### src/rtl/uart_pkg.sv
// Shared UART definitions used by the transmit and receive paths.
// Contents:
//   tx_state_t       - transmit engine states
//   calc_bit_period  - clk cycles per serial bit, clamped to at least 1
//   even_parity      - even-parity bit of a byte
package uart_pkg;

  typedef enum logic [2:0] {IDLE, START, DATA, PARITY, STOP} tx_state_t;

  function automatic int calc_bit_period(input int clk_freq, input int bit_rate);
    int p;
    p = clk_freq / bit_rate;
    return (p < 1) ? 1 : p;
  endfunction

  function automatic logic even_parity(input logic [7:0] b);
    return ^b;
  endfunction

endpackage

### src/rtl/uart_sync_fifo.sv
// Single-clock FIFO used as the UART transmit buffer.
// Ports:
//   clk, rst            - clock, async active-high reset
//   push, push_data     - write request/data (ignored when full)
//   pop, pop_data       - read request (ignored when empty); pop_data shows head entry
//   full, empty, level  - occupancy status (level is DEPTH-inclusive)
module uart_sync_fifo #(
  parameter int WIDTH = 8,
  parameter int DEPTH = 8
) (
  input  logic                     clk,
  input  logic                     rst,
  input  logic                     push,
  input  logic [WIDTH-1:0]         push_data,
  input  logic                     pop,
  output logic [WIDTH-1:0]         pop_data,
  output logic                     full,
  output logic                     empty,
  output logic [$clog2(DEPTH):0]   level
);
  localparam int AW = $clog2(DEPTH);
  localparam int LW = AW + 1;

  logic [DEPTH-1:0][WIDTH-1:0] mem;
  logic [AW-1:0]               wr_ptr, rd_ptr;
  logic                        do_push, do_pop;

  assign full     = (level == LW'(DEPTH));
  assign empty    = (level == '0);
  // Decisions use pre-edge status: a push at full is dropped even if a pop
  // frees a slot on the same edge.
  assign do_push  = push & ~full;
  assign do_pop   = pop & ~empty;
  assign pop_data = mem[rd_ptr];

  always_ff @(posedge clk) begin
    if (do_push) mem[wr_ptr] <= push_data;
  end

  always_ff @(posedge clk or posedge rst) begin
    if (rst) begin
      wr_ptr <= '0;
      rd_ptr <= '0;
      level  <= '0;
    end else begin
      if (do_push) wr_ptr <= wr_ptr + 1'b1;
      if (do_pop)  rd_ptr <= rd_ptr + 1'b1;
      case ({do_push, do_pop})
        2'b10:   level <= level + 1'b1;
        2'b01:   level <= level - 1'b1;
        default: level <= level;
      endcase
    end
  end

endmodule

### src/rtl/uart_tx_buffered.sv
// Buffered UART transmitter: bytes pushed into a FIFO are serialised on tx,
// LSB first, with a start bit, optional even parity and one stop bit.
// Build option: define UART_TX_PARITY_EN for 8E1 frames; otherwise 8N1.
// Ports:
//   clk, rst         - clock, async active-high reset
//   wr_en, wr_data   - byte push request
//   full, empty      - FIFO status
//   level            - FIFO occupancy
//   overflow         - one-cycle pulse when a push is dropped at full
//   tx               - serial output, idles high
//   busy             - frame in flight or bytes pending
module uart_tx_buffered
  import uart_pkg::*;
#(
  parameter int BIT_RATE   = 115200,
  parameter int CLK_FREQ   = 500_000,
  parameter int FIFO_DEPTH = 8
) (
  input  logic                          clk,
  input  logic                          rst,
  input  logic                          wr_en,
  input  logic [7:0]                    wr_data,
  output logic                          full,
  output logic                          empty,
  output logic [$clog2(FIFO_DEPTH):0]   level,
  output logic                          overflow,
  output logic                          tx,
  output logic                          busy
);
  localparam int BIT_PERIOD = calc_bit_period(CLK_FREQ, BIT_RATE);
  localparam int CW         = (BIT_PERIOD > 1) ? $clog2(BIT_PERIOD) : 1;
  localparam logic [CW-1:0] BAUD_LAST = CW'(BIT_PERIOD - 1);

  tx_state_t     state;
  logic [CW-1:0] baud_cnt;
  logic [2:0]    bit_cnt;
  logic [7:0]    shift;
  logic [7:0]    fifo_dout;
  logic          pop;
  logic          baud_tick;
`ifdef UART_TX_PARITY_EN
  logic          par;
`endif

  // The engine is the only consumer; it pulls the next byte from IDLE.
  assign pop       = (state == IDLE) & ~empty;
  assign baud_tick = (baud_cnt == BAUD_LAST);
  assign busy      = (state != IDLE) | ~empty;

  uart_sync_fifo #(.WIDTH(8), .DEPTH(FIFO_DEPTH)) u_fifo (
    .clk       (clk),
    .rst       (rst),
    .push      (wr_en),
    .push_data (wr_data),
    .pop       (pop),
    .pop_data  (fifo_dout),
    .full      (full),
    .empty     (empty),
    .level     (level)
  );

  always_ff @(posedge clk or posedge rst) begin
    if (rst) overflow <= 1'b0;
    else     overflow <= wr_en & full;
  end

  // tx is registered one bit ahead: each transition drives the level for the
  // state being entered, so the start bit appears right after the pop edge.
  always_ff @(posedge clk or posedge rst) begin
    if (rst) begin
      state    <= IDLE;
      tx       <= 1'b1;
      baud_cnt <= '0;
      bit_cnt  <= '0;
      shift    <= '0;
`ifdef UART_TX_PARITY_EN
      par      <= 1'b0;
`endif
    end else if (state == IDLE) begin
      tx       <= 1'b1;
      baud_cnt <= '0;
      if (!empty) begin
        shift <= fifo_dout;
`ifdef UART_TX_PARITY_EN
        par   <= even_parity(fifo_dout);
`endif
        state <= START;
        tx    <= 1'b0;
      end
    end else if (baud_tick) begin
      baud_cnt <= '0;
      case (state)
        START: begin
          state   <= DATA;
          tx      <= shift[0];
          bit_cnt <= '0;
        end
        DATA: begin
          if (bit_cnt == 3'd7) begin
`ifdef UART_TX_PARITY_EN
            state <= PARITY;
            tx    <= par;
`else
            state <= STOP;
            tx    <= 1'b1;
`endif
          end else begin
            shift   <= shift >> 1;
            tx      <= shift[1];
            bit_cnt <= bit_cnt + 1'b1;
          end
        end
`ifdef UART_TX_PARITY_EN
        PARITY: begin
          state <= STOP;
          tx    <= 1'b1;
        end
`endif
        default: begin
          // STOP, and recovery from any unused encoding
          state <= IDLE;
          tx    <= 1'b1;
        end
      endcase
    end else begin
      baud_cnt <= baud_cnt + 1'b1;
    end
  end

endmodule

### config.mk
export PLATFORM = sky130hd
export DESIGN_NAME = uart_tx_buffered
export DESIGN_NICKNAME = d
export VERILOG_FILES = /design/src/rtl/uart_pkg.sv /design/src/rtl/uart_sync_fifo.sv /design/src/rtl/uart_tx_buffered.sv
export SDC_FILE = /design/constraint.sdc
export NUM_CORES = 1
export LEC_CHECK = 0
export ABC_AREA = 0
export CAP_MARGIN = 30
export CORE_MARGIN = 2
export CORE_UTILIZATION = 31
export CTS_BUF_LIST = sky130_fd_sc_hd__clkbuf_16
export DETAILED_ROUTE_END_ITERATION = 6
export GPL_TIMING_DRIVEN = 1
export PLACE_DENSITY = 0.49
export SETUP_SLACK_MARGIN = 0.2
export SYNTH_ARGS = -nofsm -noshare
export SYNTH_HDL_FRONTEND = slang
export SYNTH_SLANG_ARGS = --single-unit
### constraint.sdc
create_clock -name clk -period 3.3 [get_ports clk]
set_clock_uncertainty 0.15 [all_clocks]
set_input_delay 0.825 -clock clk [delete_from_list [all_inputs] [get_ports clk]]
set_output_delay 0.825 -clock clk [all_outputs]
set_load 0.02 [all_outputs]
==> flow_summary.ini, run 1 <==
[floorplanning]
design.die.area_um2 = 13500
start_util = 0.314
die_x_um = 116
fp.dieH_um = 116
coreArea_um2 = 12500
io-pin-count = 20
rows = 41

[sta]
min_period_over_period = 0.862
setup_tns_ns = 0
slew_headroom = 0.464
fmax_mhz = 351
setup_viol = 0
final_hold_viol_count = 0
min_period_ns = 2.85
rsz0062_at_grt = no
slew_viol_final = 0
worst_pin_slew_ns = 0.805

[synth]
synth.avg_cell_area_um2 = 17.0
yosys_register_bits = 92
async_flop_share = 0.304
yosysTopAreaCell = edfxtp_1
synth.cell_area_um2 = 3920
yosysTopAreaCellShare = 0.491
synth_edf_count = 64
syn_inst = 231
ys.flop_type = edfxtp_1
synth.area.top_cells = edfxtp_1 49%, dfrtp_1 17%, mux4_1 6.0%
synthesis.nets = 250
yosysSeqAreaShare = 0.670
synth_warnings = 0
ys_types = 39

[worst_setup_path]
end_kind = output port
cp_top_family = buffers and inverters
crit_type = flip-flop to output port
cp_slowest_cell = clkdlybuf4s50_1
max_stage_delay_ns = 0.59
cp-start-kind = flip-flop
r2r-start = u_fifo.level[3]$_DFFE_PP0P_
cp.required_ns = 2.32
rr_endpoint = u_fifo.level[2]$_DFFE_PP0P_
path_buf_inv = 1
crit_cells = 3
crit_path_cell_trace = nor3_1 > and2_1 > clkdlybuf4s50_1
rrSetupSlack_ns = 0.81
reg2reg_depth = 10
worstPathMaxFanout = 7
arrival_ns = 1.87

[grt]
grt_overflow = 0
antenna_found_initial = 0
grt_max_degree = 29
grt_pass1_wl_um = 11600
track_usage = 0.119
grt_pass1_vias = 2052

[power]
power.share.clock = 0.231
pwr_density_cell_nw_per_um2 = 897
p_int_mw = 2.77
peakVddDrop_v = 0.000355
power.switching_mw = 1.38
pwr-share-seq = 0.438
comb_power_share = 0.332
switching_share = 0.333
p_leak_nw = 1.69

[route]
drt_iter0_drc = 104
ant_nets = 0
wire_per_inst_um = 16.2
first_pass_iters = 4
wl_um = 7200
drcViolationCount = 0
vias = 2031
viasPerCell = 4.58

[cts]
clock_path_buffers = 2
tritoncts = built
clock-root-buffer = clkbuf_16
post_cts.repair.setup_buffers = 0
cts_resized = 0
htreeDepth = 3
cts_hold_buf = 0
clock-sinks = 92
clkLatencyLatePin_ns = 0.34
cts_inserted_buffers = 9
path_clk_slew_ns = 0.06

[final_layout]
final_cell_mix = 64 x edfxtp_1, 27 x dfrtp_1, 19 x clkdlybuf4s50_1
drive_gt1_frac = 0.185
diodes = 0
area_growth_pct = 18.3
nets = 285
layout.cells.non_filler = 443
n_fill_cell = 1186
final_common_cell = edfxtp_1

[placed_design]
portBuffers = 19
dp_hpwl_um = 4420
dp_cells = 427
gp_congestion = 0.712

[hold_path]
worstHoldStart = baud_cnt[0]$_DFF_PP0_
holdPathEnd = baud_cnt[0]$_DFF_PP0_
min_path_type = flip-flop to flip-flop
hold_path_depth = 1

[job]
cap_violations = 0

[outcome]
status = finished, final reports clean
power by group through the flow:
stage          registers (mW)  clock network [mW]  logic, mW
2_1_floorplan            1.76                   0       1.09
3_3_place_gp             1.84                   0       1.38
3_5_place_dp             1.85                   0       1.40
4_1_cts                  1.83               0.987       1.41
5_1_grt                  1.86                1.04       1.55
6_report                 1.82               0.958       1.38
worst reg2reg max path: stages (launching register included):
cell,delay [ns]
dfrtp_1,0.46
nor4_4,0.35
nor2b_1,0.08
buf_4,0.18
ha_1,0.27
xor2_1,0.17
ha_1,0.19
a21oi_1,0.15
xor2_1,0.16
nor2_1,0.06
xor2_1,0.14
synthesized netlist by cell type (all sizes together) (4+ instances only):
master,count
a21oi,10
buf,5
dfrtp,27
edfxtp,64
ha,8
inv,4
mux2,11
mux2i,8
mux4,16
nand2,9
nand2b,4
nor2,16
nor2b,6
nor3,8
xor2,6
how the worst max path moves through the flow:
stage                           startpoint                           to  slack [ns]
2_1_floorplan                        wr_en      u_fifo.mem[0]$_DFFE_PP_        0.61
3_3_place_gp                         wr_en  u_fifo.level[2]$_DFFE_PP0P_        0.28
3_5_place_dp                         wr_en  u_fifo.level[2]$_DFFE_PP0P_        0.23
4_1_cts        u_fifo.level[2]$_DFFE_PP0P_                         full        0.43
5_1_grt        u_fifo.level[2]$_DFFE_PP0P_                         full        0.36
6_report       u_fifo.level[2]$_DFFE_PP0P_                         full        0.45
sequential cells by signal, summed over array words and instances (netlist names):
name,count
baud_cnt,2
bit_cnt,3
overflow,1
u_fifo.level,4
tx,1
u_fifo.rd_ptr,3
state,3
u_fifo.wr_ptr,3
shift,8
u_fifo.mem,64
metrics by stage:
| step | power (mW) | util | hold WS (ns) | instance area, um^2 | setup WS [ns] |
|---|---|---|---|---|---|
| floorplan | 2.85 | - | 0.265 | 3920 | 0.614 |
| global placement | 3.23 | 0.349 | 0.276 | 4360 | 0.278 |
| detailed placement | 3.25 | 0.349 | 0.283 | 4360 | 0.231 |
| CTS | 4.22 | 0.372 | 0.292 | 4630 | 0.426 |
| global route | 4.45 | 0.372 | 0.333 | 4630 | 0.355 |
| finish | 4.15 | 0.372 | 0.290 | 4630 | 0.454 |
layer usage:
layer	vias to the layer above	GRT usage	wire length, um
met3	9	0.0368	201
met2	21	0.186	3410
met4	0	0.0405	99
met5	-	0	0
met1	1035	0.157	3490
li1	966	-	-
final cells by class:
class / instances / area (um^2) / area share
Sequential cell: 92 / 2620 / 0.566
Clock inverter: 7 / 51.3 / 0.0111
Inverter: 4 / 15.0 / 0.00324
Clock buffer: 9 / 225 / 0.0486
Tap cell: 172 / 215 / 0.0465
Multi-Input combinational cell: 127 / 1210 / 0.262
Timing Repair Buffer: 32 / 288 / 0.0621
kinds of logic (layout without fill, tap and decap cells):
family / after synthesis / after routing / synth area share
DFF: 92 / 92 / 0.670
and+or+nand+nor: 49 / 49 / 0.0649
muxes: 35 / 35 / 0.153
AOI/OAI and AO/OA: 26 / 26 / 0.0450
buffers and inverters: 12 / 52 / 0.0217
xor gates and xnor gates: 9 / 9 / 0.0201
adders and majority gates: 8 / 8 / 0.0256
Power figures use the tool's default switching activity.
==> run 2, diff against run 1 <==
--- a/config.mk
+++ b/config.mk
@@ -11,9 +11,11 @@
 export CORE_UTILIZATION = 31
 export CTS_BUF_LIST = sky130_fd_sc_hd__clkbuf_16
 export DETAILED_ROUTE_END_ITERATION = 6
+export GPL_ROUTABILITY_DRIVEN = 0
 export GPL_TIMING_DRIVEN = 1
 export PLACE_DENSITY = 0.49
 export SETUP_SLACK_MARGIN = 0.2
+export SKIP_LAST_GASP = 1
 export SYNTH_ARGS = -nofsm -noshare
 export SYNTH_HDL_FRONTEND = slang
 export SYNTH_SLANG_ARGS = --single-unit
==> results of run 2 <==
No change in the layout: final DEF, timing and power equal those of run 1.
